--- src/rtl/down_sample_mc_pkg.sv ---
// Shared types and helpers for the multi-channel down-sampler.
package down_sample_pkg;

    // Output selection: keep the last sample of a frame, or the frame average.
    typedef enum logic {
        DS_PICK = 1'b0,
        DS_AVG  = 1'b1
    } ds_mode_e;

    // Accumulator width: one sample plus headroom for 2^max_log2 additions.
    function automatic int acc_width(input int din_w, input int max_log2);
        return din_w + max_log2;
    endfunction

endpackage

--- src/rtl/down_sample_mc_acc.sv ---
// One channel of the down-sampler: accumulates a frame, then emits either the
// last sample (PICK) or the arithmetic-shifted sum (AVG).
// Optional macro DOWN_SAMPLE_MC_ROUND_EN: round AVG results half-up instead of
// truncating toward negative infinity.
module down_sample_acc
    import down_sample_pkg::*;
#(
    parameter int DIN_WIDTH = 12,
    parameter int MAX_LOG2  = 6,
    parameter int KW        = 3
) (
    input  logic                        clk,
    input  logic                        rst_n,
    input  logic signed [DIN_WIDTH-1:0] din_ch,
    input  logic                        beat,
    input  logic                        first,
    input  logic                        last,
    input  logic                        clr,
    input  ds_mode_e                    mode,
    input  logic [KW-1:0]               k,
    output logic [DIN_WIDTH-1:0]        dout_ch
);

    localparam int ACC_W = acc_width(DIN_WIDTH, MAX_LOG2);

    logic signed [ACC_W-1:0]     acc_r;
    logic [DIN_WIDTH-1:0]        dout_r;
    logic signed [ACC_W-1:0]     base_s;
    logic signed [ACC_W-1:0]     sum_s;
    logic signed [ACC_W-1:0]     rnd_s;
    logic signed [ACC_W-1:0]     avg_s;
    logic [DIN_WIDTH-1:0]        result_s;

    // Running sum; the first beat of a frame loads the sample directly so
    // back-to-back frames need no clearing bubble.
    always_comb begin
        base_s   = '0;
        sum_s    = '0;
        rnd_s    = '0;
        avg_s    = '0;
        result_s = '0;
        if (first) begin
            base_s = '0;
        end else begin
            base_s = acc_r;
        end
        sum_s = base_s + ACC_W'(din_ch);
`ifdef DOWN_SAMPLE_MC_ROUND_EN
        if (k == '0) begin
            rnd_s = '0;
        end else begin
            rnd_s = ACC_W'(1) <<< (k - KW'(1));
        end
`else
        rnd_s = '0;
`endif
        avg_s = (sum_s + rnd_s) >>> k;
        case (mode)
            DS_PICK: result_s = din_ch;
            DS_AVG:  result_s = avg_s[DIN_WIDTH-1:0];
            default: result_s = din_ch;
        endcase
    end

    // Accumulator and held output register.
    always_ff @(posedge clk) begin
        if (!rst_n) begin
            acc_r  <= '0;
            dout_r <= '0;
        end else if (beat) begin
            if (last) begin
                acc_r  <= '0;
                dout_r <= result_s;
            end else begin
                acc_r  <= sum_s;
            end
        end else if (clr) begin
            acc_r <= '0;
        end else begin
            acc_r <= acc_r;
        end
    end

    assign dout_ch = dout_r;

endmodule

--- src/rtl/down_sample_mc.sv ---
// Multi-channel power-of-two decimator. All channels share one valid strobe
// and one frame counter; each frame of 2^k valid beats yields one output beat
// one cycle after its final beat. Ratio and mode are latched per frame.
// Optional macro DOWN_SAMPLE_MC_ROUND_EN: half-up rounding in AVG mode.
module down_sample_mc
    import down_sample_pkg::*;
#(
    parameter int CH_NUM    = 2,
    parameter int DIN_WIDTH = 12,
    parameter int MAX_LOG2  = 6
) (
    input  logic                             clk,
    input  logic                             rst_n,
    input  logic [CH_NUM*DIN_WIDTH-1:0]      din,
    input  logic                             din_valid,
    input  logic [$clog2(MAX_LOG2+1)-1:0]    ratio_log2,
    input  logic                             mode,
    input  logic                             sync_clr,
    output logic [CH_NUM*DIN_WIDTH-1:0]      dout,
    output logic                             dout_valid,
    output logic                             frame_err
);

    localparam int KW = $clog2(MAX_LOG2 + 1);
    localparam int CW = (MAX_LOG2 > 0) ? MAX_LOG2 : 1;

    logic [CW-1:0] cnt_r;
    logic [KW-1:0] k_r;
    ds_mode_e      mode_r;
    logic          dout_valid_r;
    logic          frame_err_r;

    logic          clamp_s;
    logic [KW-1:0] k_in_s;
    ds_mode_e      mode_in_s;
    logic          first_s;
    logic [KW-1:0] eff_k_s;
    ds_mode_e      eff_mode_s;
    logic [CW-1:0] idx_s;
    logic [CW:0]   ratio_s;
    logic [CW-1:0] last_idx_s;
    logic          last_s;

    // Frame control: detect frame start, pick the ratio/mode in force for
    // this beat and flag the beat that closes the frame.
    always_comb begin
        clamp_s    = 1'b0;
        k_in_s     = ratio_log2;
        mode_in_s  = ds_mode_e'(mode);
        first_s    = 1'b0;
        eff_k_s    = k_r;
        eff_mode_s = mode_r;
        idx_s      = cnt_r;
        ratio_s    = '0;
        last_idx_s = '0;
        last_s     = 1'b0;
        if (ratio_log2 > KW'(MAX_LOG2)) begin
            clamp_s = 1'b1;
            k_in_s  = KW'(MAX_LOG2);
        end else begin
            clamp_s = 1'b0;
            k_in_s  = ratio_log2;
        end
        // sync_clr restarts counting, so a beat in the same cycle opens a frame.
        first_s = din_valid && (sync_clr || (cnt_r == '0));
        if (first_s) begin
            eff_k_s    = k_in_s;
            eff_mode_s = mode_in_s;
            idx_s      = '0;
        end else begin
            eff_k_s    = k_r;
            eff_mode_s = mode_r;
            idx_s      = cnt_r;
        end
        ratio_s    = (CW+1)'(1) << eff_k_s;
        last_idx_s = CW'(ratio_s - (CW+1)'(1));
        last_s     = din_valid && (idx_s == last_idx_s);
    end

    // Frame counter, per-frame captures, output strobe and sticky clamp flag.
    always_ff @(posedge clk) begin
        if (!rst_n) begin
            cnt_r        <= '0;
            k_r          <= '0;
            mode_r       <= DS_PICK;
            dout_valid_r <= 1'b0;
            frame_err_r  <= 1'b0;
        end else begin
            dout_valid_r <= last_s;
            frame_err_r  <= frame_err_r | (first_s & clamp_s);
            if (din_valid) begin
                if (first_s) begin
                    k_r    <= k_in_s;
                    mode_r <= mode_in_s;
                end else begin
                    k_r    <= k_r;
                    mode_r <= mode_r;
                end
                if (last_s) begin
                    cnt_r <= '0;
                end else begin
                    cnt_r <= idx_s + CW'(1);
                end
            end else if (sync_clr) begin
                cnt_r <= '0;
            end else begin
                cnt_r <= cnt_r;
            end
        end
    end

    genvar g;
    generate
        for (g = 0; g < CH_NUM; g++) begin : g_ch
            down_sample_acc #(
                .DIN_WIDTH (DIN_WIDTH),
                .MAX_LOG2  (MAX_LOG2),
                .KW        (KW)
            ) u_acc (
                .clk     (clk),
                .rst_n   (rst_n),
                .din_ch  (din[g*DIN_WIDTH +: DIN_WIDTH]),
                .beat    (din_valid),
                .first   (first_s),
                .last    (last_s),
                .clr     (sync_clr),
                .mode    (eff_mode_s),
                .k       (eff_k_s),
                .dout_ch (dout[g*DIN_WIDTH +: DIN_WIDTH])
            );
        end
    endgenerate

    assign dout_valid = dout_valid_r;
    assign frame_err  = frame_err_r;

endmodule

--- config.mk ---
export PLATFORM = sky130hd
export DESIGN_NAME = down_sample_mc
export DESIGN_NICKNAME = d
export VERILOG_FILES = /design/src/rtl/down_sample_mc_pkg.sv /design/src/rtl/down_sample_mc_acc.sv /design/src/rtl/down_sample_mc.sv
export SDC_FILE = /design/constraint.sdc
export NUM_CORES = 1
export LEC_CHECK = 0
export ABC_CLOCK_PERIOD_IN_PS = 5000
export CAP_MARGIN = 30
export CORE_MARGIN = 2
export CORE_UTILIZATION = 45
export CTS_BUF_LIST = sky130_fd_sc_hd__clkbuf_4
export CTS_CLUSTER_DIAMETER = 60
export DETAILED_ROUTE_END_ITERATION = 8
export PLACE_DENSITY = 0.67
export REMOVE_ABC_BUFFERS = 1
export SLEW_MARGIN = 5
export SYNTH_ARGS = -nofsm -noshare
export SYNTH_HDL_FRONTEND = slang
export SYNTH_SLANG_ARGS = --single-unit
--- constraint.sdc ---
create_clock -name clk -period 5 [get_ports clk]
set_input_delay 1 -clock clk [delete_from_list [all_inputs] [get_ports clk]]
set_output_delay 1 -clock clk [all_outputs]
set_load 0.02 [all_outputs]
# [Word level (Yosys, flattened, before mapping)]
# Index checks and enable logic that the tools add are counted.
[word_totals] ff_bits=72 input_bits=32 output_inout_bits=26 wordCells=44
[classes] n_addsub=4 magnitude_cmp=1 n_eq_ne=1 shift=3 muxes=17 bitwise=3 reduce_logical=6
[ops] cell="$mux W18" count=7
[ops] cell="$pmux W12 S2" count=2
[ops] cell="$add A18 B12 Y18" count=2
[ops] cell="$sshr A18 B3 Y12" count=2
[ops] cell="$mux W6" count=4
[ops] cell="$add A6 B1 Y6 const B" count=1
[ops] cell="$eq A6 B6 Y1" count=1
[ops] cell="$logic_not A6 Y1" count=1
[ops] cell="$mux W3" count=2
[ops] cell="$shl A1 B3 Y6 const A" count=1
[ops] cell="$sub A6 B1 Y6 const B" count=1
[ops] cell="$gt A3 B3 Y1 const B" count=1
[ops] cell="$logic_and A1 B1 Y1" count=2
[ops] cell="$mux W1" count=2
[ops] cell="$reduce_and A2 Y1" count=1
[ops] cell="$reduce_bool A2 Y1" count=1
[ops] cell="$and A1 B1 Y1" count=1
[ops] cell="$logic_or A1 B1 Y1" count=1
[ops] cell="$not A1 Y1" count=1
[ops] cell="$or A1 B1 Y1" count=1

# [Logic depth before layout (Yosys ltp)]
[depth] depth_word=10 mapped_depth=19 mapped_depth_nobuf=15

# [Cells and area by module]
# A second synthesis with hierarchy kept.
[unflattened] hier_cells=855 hier_area_um2=7040.5
[by_module_without_submodules] mod="down_sample_acc at g_ch[1].u_acc" instances=1 cells_per_inst=402 area_per_inst_um2=3179.3 seq_area_each_um2=600.6
[by_module_without_submodules] mod="down_sample_acc at g_ch[0].u_acc" instances=1 cells_per_inst=324 area_per_inst_um2=2772.7 seq_area_each_um2=600.6
[by_module_without_submodules] mod="down_sample_mc" instances=1 cells_per_inst=129 area_per_inst_um2=1088.5 seq_area_each_um2=240.2

# [Least setup slack after synthesis]
# Ideal clock, no wire load.
[synth_path] kind="input to register" from="input port sync_clr" to="register g_ch[0].u_acc.dout_r[11]" setup_time_ps=117 t_arrival_ps=4656 t_required_ps=4883 setup_slack_ps=226 cell_stages=17 path_buffers=3 path_cell_list="clkbuf_1 > a21o_1 > nand2_1 > clkbuf_1 > clkbuf_1 > and2_1 > ha_1 > fa_1 > a211oi_1 > nor2_1 > nor3b_1 > nor3_1 > or3b_2 > a22o_1 > o31ai_1 > o211ai_1 > a32o_1"
[synth_via] elab_chain_cells=8 word_cells_on_any_way=15 cone_classes="add/sub (2); eq/ne (1); shift (2); mux (5); bitwise (1); reduce/logical (4)"
[synth_rtl] item="start: declaration" line_no="down_sample_mc.sv:18" source="input logic sync_clr,"
[synth_rtl] item="$logic_or A1 B1 Y1 (*)" line_no="down_sample_mc.sv:65" source="first_s = din_valid && (sync_clr || (cnt_r == '0));"
[synth_rtl] item="$logic_and A1 B1 Y1 (*)" line_no="down_sample_mc.sv:65"
[synth_rtl] item="parallel branches: the longest is 6 deep, another holds $add A18 B12 Y18"
[synth_rtl] item="end signal: assignment" line_no="down_sample_mc_acc.sv:73" source="dout_r <= result_s;"
[synth_rtl] item="end: declaration" line_no="down_sample_mc_acc.sv:27" source="logic [DIN_WIDTH-1:0] dout_r;"
# Every way passes the cells marked *.
# A chain may end at the register's enable or synchronous reset.

# [Worst setup path in the final report]
[layout_path] from="input port sync_clr" to="register g_ch[1].u_acc.dout_r[11]"
[layout_via] elab_chain_cells=8 word_cells_on_any_way=15 cone_classes="add/sub (2); eq/ne (1); shift (2); mux (5); bitwise (1); reduce/logical (4)"
[layout_rtl] item="$logic_or A1 B1 Y1 (*)" line_no="down_sample_mc.sv:65"
[layout_rtl] item="$logic_and A1 B1 Y1 (*)" line_no="down_sample_mc.sv:65"
[layout_rtl] item="parallel branches: the longest is 6 deep, another holds $add A18 B12 Y18"
[layout_rtl] item="end signal: assignment" line_no="down_sample_mc_acc.sv:73"
[layout_rtl] item="end: declaration" line_no="down_sample_mc_acc.sv:27"
# Marks and branches as above.

==> flow_summary.rst <==
.. list-table::
   :header-rows: 1

   * - Metric
     - Value
   * - ANT nets after route
     - 0
   * - GRT Util Overall
     - a little over a quarter
   * - Final HPWL DP
     - around 14000 um
   * - Number of global-route vias before repair
     - 5999
   * - CTS H-Tree Depth
     - 3
   * - Area share of the largest cell type after synthesis
     - a little under a quarter
   * - Data arrival at the endpoint of the critical path
     - slightly below 5000 ps
   * - Average cell area after synthesis
     - 7.81 sq um
   * - Area enclosed by the die boundary
     - between 15000 and 20000 sq um
   * - Final-report hold violation count
     - 0
   * - Vias/cell
     - around 6.1
   * - Layout Area Growth over Synthesis
     - 14.8%
   * - Sequential share of the synthesized area
     - 22.5%
   * - Async set-or-reset flop fraction in the synthesized netlist
     - 0%
   * - Dominant register cell in the synthesized netlist
     - sky130_fd_sc_hd__dfxtp_1
   * - Power after layout
     - 1670 uW
   * - Status
     - finished, final reports clean
   * - Fin Hold WS
     - 478 ps
   * - First-pass iteration count of the detailed router
     - 7
   * - Library cell occupying the most area in the post-synthesis netlist
     - sky130_fd_sc_hd__dfxtp_1
   * - Critical-path top delay cell
     - sky130_fd_sc_hd__clkdlybuf4s50_1
   * - Via count
     - approximately 6400
   * - Fillers
     - 1334
   * - Portion of the clock cycle consumed by the worst path in the final layout
     - between 90% and 100%
   * - Antenna violations before repair
     - 0
   * - FMAX
     - 219 MHz
   * - Count of max-cap constraint violations
     - 0
   * - Placer congestion estimate
     - approximately 0.9
   * - FF-to-FF setup slack
     - roughly 510 ps
   * - Leak pwr
     - roughly 0.0030 uW
   * - Cell at the root of the clock tree
     - sky130_fd_sc_hd__clkbuf_4
   * - Count of yosys warnings during synthesis
     - 0
   * - Grt ovf
     - 0
   * - Cell area after technology mapping
     - between 6000 and 7000 sq um
   * - Number of standard-cell rows in the floorplan
     - between 40 and 50
   * - Worst Hold Class
     - flop to flop
   * - Post-detailed-route DRC marker count
     - 0
   * - DRT Wirelength
     - 19500 um
   * - Crit start category
     - input port
   * - TritonCTS buffer count
     - 9
   * - Area of the core
     - 13900 sq um
   * - Maximum clock skew at final layout
     - 29.5 ps
   * - WP buf/inv
     - 3
   * - Worst slew margin relative to its limit
     - between 30% and 40%
   * - Count of mapped cells out of synthesis
     - around 820
   * - Count of input and output buffers
     - between 50 and 60
   * - Final #Nets
     - approximately 940
   * - Clock transition at the register clock pins on the worst setup and hold paths after CTS
     - roughly 140 ps
   * - Fraction of final layout cells sized beyond drive strength 1
     - 9.15%
   * - Final number of max-transition violations
     - 0
   * - Cell family with the largest share of critical-path delay
     - compound AO/OA/AOI/OAI gates
   * - Detailed router's first-iteration violation count
     - 559
   * - Routed length per instance
     - around 18 um
   * - Setup slack after placement
     - -65.6 ps
   * - Maximum vdd drop
     - roughly 0.16 mV
   * - TritonCTS clock tree
     - yes
   * - Number of diodes added for antenna fixing
     - 0
   * - Top-Level Pins
     - 58
   * - Final setup violation count
     - 0
   * - Die width
     - ~120 um
   * - Measured slew at the worst slew-check pin
     - around 940 ps
   * - Most area-consuming cells after synthesis
     - sky130_fd_sc_hd__dfxtp_1, sky130_fd_sc_hd__ha_1, sky130_fd_sc_hd__and2_1, sky130_fd_sc_hd__nand2_1, sky130_fd_sc_hd__a22oi_1
   * - Starting Density
     - between 40% and 50%
   * - Setup Crit Path Kind
     - input port to flop
   * - Post-synth EDFFs
     - 0
   * - Critical Path RT
     - 5380 ps
   * - Later-pin clock latency in the skew report
     - 470 ps
   * - Setup repair after global routing missed its margin
     - no
   * - Min setup slack post-route
     - around 420 ps
   * - Flip-flop and latch count after synthesis
     - around 70
   * - Cell variety after synth
     - 77
   * - Total number of clock tree sinks
     - slightly above 70
   * - Power Dens Cells
     - about 230 nW/um^2
   * - Critical Path End Type
     - flop
   * - Critical-path cell list
     - clkdlybuf4s50_1 -> a21o_1 -> nand2_1 -> buf_4 -> buf_4 -> and2_1 -> ha_1 -> a21oi_1 -> o21ai_0 -> nor3_1 -> a221oi_1 -> o311a_1 -> o22ai_1 -> a311oi_1 -> o22ai_1 -> o31ai_2
   * - Count of hold buffers inserted by post-cts repair
     - 0
   * - Wire length of the first global-routing pass
     - between 30000 and 40000 um
   * - Largest stage delay on the critical path
     - 490 ps
   * - Vertical extent of the die
     - around 120 um
   * - Max Buffers Root-to-Sink
     - 2
   * - Max Fanout on Critical Path
     - 21
   * - Pin count of the biggest net entering global routing
     - a little over 40
   * - Final critical delay including setup and external delays
     - about 4600 ps
==> worst register-to-register path, cell delays in order, from the launching register on <==
cell and delay, ps:
sky130_fd_sc_hd__dfxtp_1 420, sky130_fd_sc_hd__nor4_4 460, sky130_fd_sc_hd__a21o_1 200, sky130_fd_sc_hd__nand2_1 120, sky130_fd_sc_hd__buf_4 210, sky130_fd_sc_hd__buf_4 210, sky130_fd_sc_hd__and2_1 180, sky130_fd_sc_hd__ha_1 350
sky130_fd_sc_hd__a21oi_1 110, sky130_fd_sc_hd__o21ai_0 490, sky130_fd_sc_hd__nor3_1 90, sky130_fd_sc_hd__a221oi_1 290, sky130_fd_sc_hd__o311a_1 410, sky130_fd_sc_hd__o22ai_1 140, sky130_fd_sc_hd__a311oi_1 400, sky130_fd_sc_hd__o22ai_1 170
sky130_fd_sc_hd__o31ai_2 180
==> state kept, by name, summed over array words and instances, names as in the netlist <==
name	cells
g_ch.u_acc.acc_r	36
g_ch.u_acc.dout_ch	24
cnt_r	6
k_r	3
dout_valid	1
frame_err	1
mode_r	1
==> cells in the mapped netlist, types with 5 or more instances <==
cell / instances
sky130_fd_sc_hd__nand2_1: 83
sky130_fd_sc_hd__dfxtp_1: 72
sky130_fd_sc_hd__and2_1: 55
sky130_fd_sc_hd__nor2_1: 51
sky130_fd_sc_hd__o21ai_0: 50
sky130_fd_sc_hd__a21oi_1: 44
sky130_fd_sc_hd__nor2b_1: 40
sky130_fd_sc_hd__clkbuf_1: 38
sky130_fd_sc_hd__a22oi_1: 36
sky130_fd_sc_hd__ha_1: 36
sky130_fd_sc_hd__mux2i_1: 25
sky130_fd_sc_hd__nor3_1: 18
sky130_fd_sc_hd__xnor2_1: 17
sky130_fd_sc_hd__o211ai_1: 16
sky130_fd_sc_hd__a211oi_1: 15
sky130_fd_sc_hd__a21o_1: 15
sky130_fd_sc_hd__nand3_1: 15
sky130_fd_sc_hd__xor2_1: 15
sky130_fd_sc_hd__buf_2: 10
sky130_fd_sc_hd__inv_1: 10
sky130_fd_sc_hd__mux2_2: 9
sky130_fd_sc_hd__o31ai_1: 9
sky130_fd_sc_hd__a31oi_1: 8
sky130_fd_sc_hd__and3_1: 7
sky130_fd_sc_hd__o22ai_1: 7
sky130_fd_sc_hd__nand2b_1: 6
sky130_fd_sc_hd__nand4_1: 6
sky130_fd_sc_hd__o21bai_1: 6
sky130_fd_sc_hd__o2111a_1: 5
==> layout make-up <==
class	instances	area (sq um)	share of cell area [%]
Clock buffer	9	67.6	0.920
Sequential cell	72	1440	19.6
Tap cell	180	225	3.07
Timing Repair Buffer	90	813	11.1
Inverter	10	37.5	0.511
Clock inverter	7	46.3	0.631
Multi-Input combinational cell	686	4710	64.2
==> metrics by stage <==
step	area (sq um)	instances	utilization, %	TNS [ps]
final	7340	1054	52.9	0
after CTS	7340	1054	52.9	0
after floorplan	6180	768	-	0
after global routing	7340	1054	52.9	0
after detailed placement	7220	1038	52.0	-98.9
after global placement	7220	1038	52.0	0
==> power by group <==
group	internal [uW]	switching [uW]
logic	293	421
clock network	102	234
registers	604	18.8
==> timing repair <==
| item | 4_1_cts | 5_1_grt |
|---|---|---|
| endpoints found under the setup margin | 0 | 1 |
| setup buffers | 0 | 0 |
| resized for setup | 0 | 1 |
| endpoints found under the hold margin | 0 | 0 |
==> layout by cell type (no fill, tap or decap), types with 16 or more instances in the layout <==
master	count
sky130_fd_sc_hd__nor2b_1	40
sky130_fd_sc_hd__mux2i_1	24
sky130_fd_sc_hd__ha_1	36
sky130_fd_sc_hd__nand2_1	83
sky130_fd_sc_hd__and2_1	55
sky130_fd_sc_hd__buf_4	33
sky130_fd_sc_hd__dfxtp_1	72
sky130_fd_sc_hd__xnor2_1	17
sky130_fd_sc_hd__a22oi_1	36
sky130_fd_sc_hd__o211ai_1	16
sky130_fd_sc_hd__a21oi_1	44
sky130_fd_sc_hd__nor3_1	17
sky130_fd_sc_hd__clkdlybuf4s50_1	56
sky130_fd_sc_hd__o21ai_0	50
sky130_fd_sc_hd__nor2_1	50
==> per-layer routing <==
layer	vias up	wire length [um]	track usage, %
met5	-	0	0
met2	226	8680	41.3
met1	2999	9120	37.7
met3	34	1260	5.67
li1	3168	-	-
met4	0	427	7.24
==> worst paths after layout <==
path              cells past startpoint                        end                startpoint
hold reg to reg                       2   g_ch[0].u_acc.dout_ch[8]  g_ch[0].u_acc.dout_ch[8]
setup / recovery                     16  g_ch[1].u_acc.dout_ch[11]                  sync_clr
hold / removal                        2   g_ch[0].u_acc.dout_ch[8]  g_ch[0].u_acc.dout_ch[8]
setup reg to reg                     16  g_ch[1].u_acc.dout_ch[11]                  cnt_r[1]
==> logic make-up after synthesis <==
kind of cell / synth area share (%)
AND/OR/NAND/NOR: 25.1
AO/OA/AOI/OAI: 30.1
flip-flops: 22.5
buffers and inverters: 4.01
adder cells (fa/ha/maj): 7.67
multiplexers: 6.20
XOR/XNOR: 4.38
(Power assumes the default switching activity.)
